File: src/rtl/unidade_entrada_pkg.sv
// -----------------------------------------------------------------------------
// unidade_entrada_pkg
// Shared definitions for the input unit: default widths and debounce time,
// the FSM state encoding, and a small helper that decides when the
// "waiting for user" LED is lit.
// -----------------------------------------------------------------------------
package unidade_entrada_pkg;

    localparam int DEF_SW_W            = 11;
    localparam int DEF_DATA_W          = 32;
    localparam int DEF_DEBOUNCE_CYCLES = 500000;   // 10 ms @ 50 MHz
    localparam int DEF_CNT_W           = 20;

    typedef enum logic [2:0] {
        ST_IDLE        = 3'd0,
        ST_ARMED       = 3'd1,
        ST_DEB_PRESS   = 3'd2,
        ST_CAPTURE     = 3'd3,
        ST_DEB_RELEASE = 3'd4
    } state_t;

    // The user is expected to act only while armed or while a press is
    // being debounced.
    function automatic logic espera(input state_t s);
        return (s == ST_ARMED) || (s == ST_DEB_PRESS);
    endfunction

endpackage

File: src/rtl/sincronizador.sv
// -----------------------------------------------------------------------------
// sincronizador
// Two-flop synchroniser for asynchronous board inputs.
//   clk_i    system clock
//   rst_ni   asynchronous active-low reset; both flops load RESET_VAL
//   d_i      raw asynchronous input (W bits)
//   q_o      synchronised output (W bits), two cycles behind d_i
// -----------------------------------------------------------------------------
module sincronizador #(
    parameter int           W         = 1,
    parameter logic [W-1:0] RESET_VAL = '0
) (
    input  logic         clk_i,
    input  logic         rst_ni,
    input  logic [W-1:0] d_i,
    output logic [W-1:0] q_o
);

    logic [W-1:0] meta_q;
    logic [W-1:0] sync_q;

    // The reset value lets the button chain start in the "released" level,
    // so leaving reset never looks like a press.
    always_ff @(posedge clk_i or negedge rst_ni) begin
        if (!rst_ni) begin
            meta_q <= RESET_VAL;
            sync_q <= RESET_VAL;
        end else begin
            meta_q <= d_i;
            sync_q <= meta_q;
        end
    end

    assign q_o = sync_q;

endmodule

File: src/rtl/unidade_entrada.sv
// -----------------------------------------------------------------------------
// unidade_entrada
// Input unit: synchronises the board switches and the Enter key, debounces
// the key, and on an IN instruction stalls the processor until the user
// confirms a value. The captured value is presented zero-extended with a
// one-cycle Pronto strobe for write-back.
//   CLK            system clock, rising edge
//   Reset          asynchronous active-low reset
//   FPGA_Switches  raw switch levels (SW_W bits)
//   Botao          raw Enter key, active-low
//   InRequest      current instruction is IN (held while stalled)
//   Stall          freeze fetch/write-back while waiting for input
//   Pronto         one-cycle strobe, DadoEntrada valid for write-back
//   DadoEntrada    last captured value, {zeros, switches}
//   LED_Espera     lit while waiting for the user
// -----------------------------------------------------------------------------
module unidade_entrada
    import unidade_entrada_pkg::*;
#(
    parameter int SW_W            = DEF_SW_W,
    parameter int DATA_W          = DEF_DATA_W,
    parameter int DEBOUNCE_CYCLES = DEF_DEBOUNCE_CYCLES,
    parameter int CNT_W           = DEF_CNT_W
) (
    input  logic              CLK,
    input  logic              Reset,
    input  logic [SW_W-1:0]   FPGA_Switches,
    input  logic              Botao,
    input  logic              InRequest,
    output logic              Stall,
    output logic              Pronto,
    output logic [DATA_W-1:0] DadoEntrada,
    output logic              LED_Espera
);

    localparam logic [CNT_W-1:0] CNT_LAST = CNT_W'(DEBOUNCE_CYCLES - 1);

    logic [SW_W-1:0]   swSync;
    logic              botaoSync;
    logic              btn;

    state_t            state_q, state_d;
    logic [CNT_W-1:0]  cnt_q, cnt_d;
    logic [DATA_W-1:0] dado_q, dado_d;
    logic              pronto_q;
    logic              led_q;

    sincronizador #(
        .W         (1),
        .RESET_VAL (1'b1)
    ) u_sync_botao (
        .clk_i  (CLK),
        .rst_ni (Reset),
        .d_i    (Botao),
        .q_o    (botaoSync)
    );

    sincronizador #(
        .W         (SW_W),
        .RESET_VAL ('0)
    ) u_sync_switches (
        .clk_i  (CLK),
        .rst_ni (Reset),
        .d_i    (FPGA_Switches),
        .q_o    (swSync)
    );

    // Key is active-low on the board; inside the unit 1 means pressed.
    assign btn = ~botaoSync;

    // Next-state logic. A press must stay stable for DEBOUNCE_CYCLES before
    // capture, and after capture the release must also stay stable before
    // going idle, so one long press can never serve two IN instructions.
    always_comb begin
        state_d = state_q;
        cnt_d   = cnt_q;
        dado_d  = dado_q;
        unique case (state_q)
            ST_IDLE: begin
                if (InRequest) begin
                    state_d = ST_ARMED;
                end
            end
            ST_ARMED: begin
                if (!InRequest) begin
                    state_d = ST_IDLE;
                end else if (btn) begin
                    state_d = ST_DEB_PRESS;
                    cnt_d   = '0;
                end
            end
            ST_DEB_PRESS: begin
                if (!btn) begin
                    state_d = ST_ARMED;
                end else if (!InRequest) begin
                    state_d = ST_IDLE;
                end else if (cnt_q == CNT_LAST) begin
                    state_d = ST_CAPTURE;
                    dado_d  = DATA_W'(swSync);
                end else begin
                    cnt_d = cnt_q + 1'b1;
                end
            end
            ST_CAPTURE: begin
                state_d = ST_DEB_RELEASE;
                cnt_d   = '0;
            end
            ST_DEB_RELEASE: begin
                if (btn) begin
                    cnt_d = '0;
                end else if (cnt_q == CNT_LAST) begin
                    state_d = ST_IDLE;
                end else begin
                    cnt_d = cnt_q + 1'b1;
                end
            end
            default: begin
                state_d = ST_IDLE;
            end
        endcase
    end

    // Pronto and the LED are registered from the next state so that they
    // line up exactly with the state they describe and never see the
    // switches combinationally.
    always_ff @(posedge CLK or negedge Reset) begin
        if (!Reset) begin
            state_q  <= ST_IDLE;
            cnt_q    <= '0;
            dado_q   <= '0;
            pronto_q <= 1'b0;
            led_q    <= 1'b0;
        end else begin
            state_q  <= state_d;
            cnt_q    <= cnt_d;
            dado_q   <= dado_d;
            pronto_q <= (state_d == ST_CAPTURE);
            led_q    <= espera(state_d);
        end
    end

    // Combinational so the PC is held in the very cycle IN appears; released
    // only in CAPTURE, which is the write-back cycle. Gated by reset so a
    // held IN level cannot freeze the PC while the unit is being reset.
    assign Stall       = InRequest & Reset & (state_q != ST_CAPTURE);
    assign Pronto      = pronto_q;
    assign DadoEntrada = dado_q;
    assign LED_Espera  = led_q;

endmodule

File: config.mk
export PLATFORM = sky130hd
export DESIGN_NAME = unidade_entrada
export DESIGN_NICKNAME = d
export VERILOG_FILES = /design/src/rtl/unidade_entrada_pkg.sv /design/src/rtl/sincronizador.sv /design/src/rtl/unidade_entrada.sv
export SDC_FILE = /design/constraint.sdc
export NUM_CORES = 1
export LEC_CHECK = 0
export ABC_AREA = 1
export CORE_MARGIN = 2
export CORE_UTILIZATION = 34
export CTS_BUF_LIST = sky130_fd_sc_hd__clkbuf_8
export DETAILED_ROUTE_END_ITERATION = 12
export GPL_TIMING_DRIVEN = 0
export HOLD_SLACK_MARGIN = 0.08
export PLACE_DENSITY = 0.51
export SKIP_CTS_REPAIR_TIMING = 1
export SLEW_MARGIN = 20
export SYNTH_ARGS = -nofsm -noshare
export SYNTH_HDL_FRONTEND = slang
export SYNTH_HIERARCHICAL = 1
export SYNTH_SLANG_ARGS = --single-unit
export TNS_END_PERCENT = 50
File: constraint.sdc
create_clock -name CLK -period 2 [get_ports CLK]
set_input_delay 0.4 -clock CLK [delete_from_list [all_inputs] [get_ports CLK]]
set_output_delay 0.4 -clock CLK [all_outputs]
set_load 0.02 [all_outputs]
==> qor.log <==
[floorplan] row cnt 34
[job] number of max-cap violations 0
[yosys] sequential element share of the synthesized area 50.0%
[global_routing] global routing usage on met1 19.9%
[route] post-detailed-route count of antenna-violating nets 0
[sta] post-route clock period utilization 89.7%
[setup_path] startpoint-to-endpoint class of the critical path reg -> reg
[setup_path] most frequent cell on the critical path nand2_1
[route] vias post-DR 2460
[route] number of detailed-route iterations in the first pass 4
[clock_tree] Longest Clk Path Bufs 2
[global_routing] number of global-route vias before repair 2262
[route] routed wire length 6800 um
[sta] RSZ-0062 raised after global routing false
[global_routing] antenna violations before repair 0
[clock_tree] insertion delay to the later sink of the worst-skew pair 350 ps
[yosys] synthesized area divided by synthesized cell count 8.02 sq um
[sta] Worst Clk Skew 10.2 ps
[setup_path] cells along the critical path ha_2, nand3_2, nor2_1, nand4_1, buf_4, nor2_2, buf_6, nand2_1, nand2_1
[setup_path] Critical path buffers and inverters 2
[clock_tree] clock root cell clkbuf_8
[yosys] share of Yosys cell area claimed by the top area cell type 48.2%
[floorplan] boundary pin count 50
[sta] max-slew violation total from the final report 0
[floorplan] Initial Utilization 34.8%
[placed_design] HPWL after DPL 4770 um
[route] routed length per placed instance 12.2 um
[global_routing] Global Route met2 Usage 22.3%
[global_routing] first-pass GRT wire length 11000 um
[global_routing] peak-usage layer in the global routing report met2
[floorplan] area of the die 9620 sq um
[global_routing] global routing usage summed across all routing layers 14.6%
[route] number of remaining DRC errors 0
[setup_path] critical path's largest stage delay 380 ps
[setup_path] Critical Path Start Type register
[yosys] netlist area before placement 3010 sq um
[layout] number of nets in the layout 459
[floorplan] die span in y 98.1 um
[layout] share of final-layout standard cells stronger than drive strength 1 17.0%
[clock_tree] clock-pin slew reported for the worst setup and hold paths after clock tree synthesis 70 ps
[global_routing] met3 GRT Util 4.01%
[layout] most common library cell in the layout ignoring fill and taps nand2_1
[clock_tree] clock tree from TritonCTS yes
[run_status] status complete, no violations
[sta] achievable clock frequency 557 MHz
[setup_path] cell with the largest stage delay on the worst path dfrtp_1
[route] count of routing violations after the opening detailed-route iteration 115
[placed_design] placed instance count 532
[layout] commonest cells after routing, fill and taps aside nand2_1 (113), dfrtp_1 (58), nor2_1 (47)
[layout] final standard cell count with taps included and fillers excluded 556
[clock_tree] cts bufs inserted 9
[global_routing] largest net degree at the start of global routing 34
[sta] count of final hold-check violations 0
[setup_path] required time of the critical path 2280 ps
[power_and_ir_drop] highest ir drop seen on vdd 0.480 mV
[sta] relative max-transition margin 52.7%
[power_and_ir_drop] Leakage Power 1.91 nW
[placed_design] IO Port Bufs 28
[setup_path] highest fanout seen on the critical path 10
[sta] setup ws final 206 ps
[global_routing] leftover overflow at the end of global routing 0
[sta] shortest period the worst path allows 1790 ps
[yosys] register bit total from synthesis 60
[layout] n_diodes 0
[placed_design] pre-CTS WS -294 ps
[yosys] instance count of the mapped netlist 375
[floorplan] placeable core region 8640 sq um
[clock_tree] Sinks on Clock Net 60
[layout] Area growth, synth to finish 27.5%
[yosys] top cell type by total area after synthesis dfrtp_1
[power_and_ir_drop] power density over the cells 761 nW/um^2
[setup_path] Top delay family on crit path simple AND/OR/NAND/NOR gates
[clock_tree] CTS H-tree lvls 3
[yosys] Warnings, synthesis 6
[min_path] hold crit path type in -> async
[yosys] count of unique library cells instantiated by Yosys 34
[yosys] cell types occupying the most area after synthesis dfrtp_1 (48%), nand2_1 (14%), nor2_1 (5.9%)
[setup_path] Critical Path Sink Type register
[setup_path] CP arrival 2080 ps
[placed_design] final weighted congestion of routability-driven global placement 0.835
[floorplan] width of the die 98.1 um
[route] number of vias per cell after detailed routing 4.42
[sta] measured slew at the worst slew-check pin 707 ps
[sta] final setup vio count 0
==> power by group <==
| group | leakage, nW | internal [mW] | total, mW | switching [mW] |
|---|---|---|---|---|
| clock network | 0.0844 | 0.468 | 1.03 | 0.560 |
| logic | 1.05 | 0.216 | 0.559 | 0.343 |
| registers | 0.773 | 1.28 | 1.33 | 0.0494 |
| total | 1.91 | 1.97 | 2.92 | 0.953 |
==> synthesized netlist by cell type <==
master / number
dfstp_2: 2
ha_1: 1
nand3_1: 24
clkbuf_1: 1
nand2_2: 4
o21ai_0: 21
or2_0: 1
nand3_4: 1
or2_1: 1
buf_4: 22
a21oi_2: 1
o21ai_1: 2
conb_1: 1
dfrtp_1: 58
o211ai_1: 1
a21oi_1: 3
buf_6: 3
nor2_8: 1
nor2_1: 47
inv_1: 33
xor2_1: 3
a31oi_1: 1
o21bai_1: 2
nand3b_1: 1
nand4_2: 1
nor3_1: 3
nand4_1: 7
buf_2: 2
o21ai_2: 1
nand2_1: 113
nor2_2: 5
inv_2: 5
clkbuf_2: 1
nand3_2: 2
==> state kept, by name, summed over array words and instances (netlist names) <==
| name | flops |
|---|---|
| LED_Espera | 1 |
| DadoEntrada | 11 |
| state_q | 3 |
| u_sync_switches/meta_q | 11 |
| u_sync_botao/meta_q | 1 |
| u_sync_botao/q_o | 1 |
| u_sync_switches/q_o | 11 |
| cnt_q | 20 |
| Pronto | 1 |
==> final timing paths <==
check	startpoint	to	slack (ps)	cells past startpoint
min reg2reg	u_sync_switches/meta_q[0]$_DFF_PN0_	u_sync_switches/q_o[0]$_DFF_PN0_	350	0
min	Reset	u_sync_botao/meta_q$_DFF_PN1_	100	2
max	cnt_q[0]$_DFFE_PN0P_	DadoEntrada[10]$_DFFE_PN0P_	210	9
min in group CLK	u_sync_switches/meta_q[0]$_DFF_PN0_	u_sync_switches/q_o[0]$_DFF_PN0_	350	0
max in group asynchronous	Reset	cnt_q[8]$_DFFE_PN0P_	790	3
max reg2reg	cnt_q[0]$_DFFE_PN0P_	DadoEntrada[10]$_DFFE_PN0P_	210	9
==> logic make-up (layout without fill, tap and decap cells) <==
group	count (synthesis)	count (layout)	synth area share, %
buf+inv	67	120	12.0
flops	60	60	50.0
compound gates	32	32	5.86
xor+xnor	3	3	0.873
other cells	1	21	0.125
simple gates	211	211	30.8
fa+ha+maj	1	1	0.416
==> metrics by stage <==
| step | power [mW] | cell area (sq um) | utilization, % | hold WS [ps] | TNS [ps] |
|---|---|---|---|---|---|
| global route | 3.07 | 3840 | 44.4 | 83.1 | 0 |
| detailed placement | 1.87 | 3520 | 40.7 | 335 | -312 |
| floorplan | 1.71 | 3080 | - | 104 | 0 |
| global placement | 1.86 | 3500 | 40.5 | 332 | -91230 |
| finish | 2.92 | 3840 | 44.4 | 102 | 0 |
| CTS | 2.91 | 3700 | 42.9 | -23.2 | -347 |
==> cell type report <==
type	count	area, sq um
Multi-Input combinational cell	268	1230
Tap cell	108	135
Clock buffer	9	124
Timing Repair Buffer	37	425
Inverter	38	143
Clock inverter	7	60.1
Buffer	29	218
Fill cell	860	4800
Sequential cell	60	1500
==> metal layers <==
layer / wire (um) / up-vias
met5: 0 / -
met4: 112 / 0
li1: - / 1266
met1: 3380 / 1129
met2: 3040 / 53
met3: 262 / 12
Power figures use the tool's default switching activity.
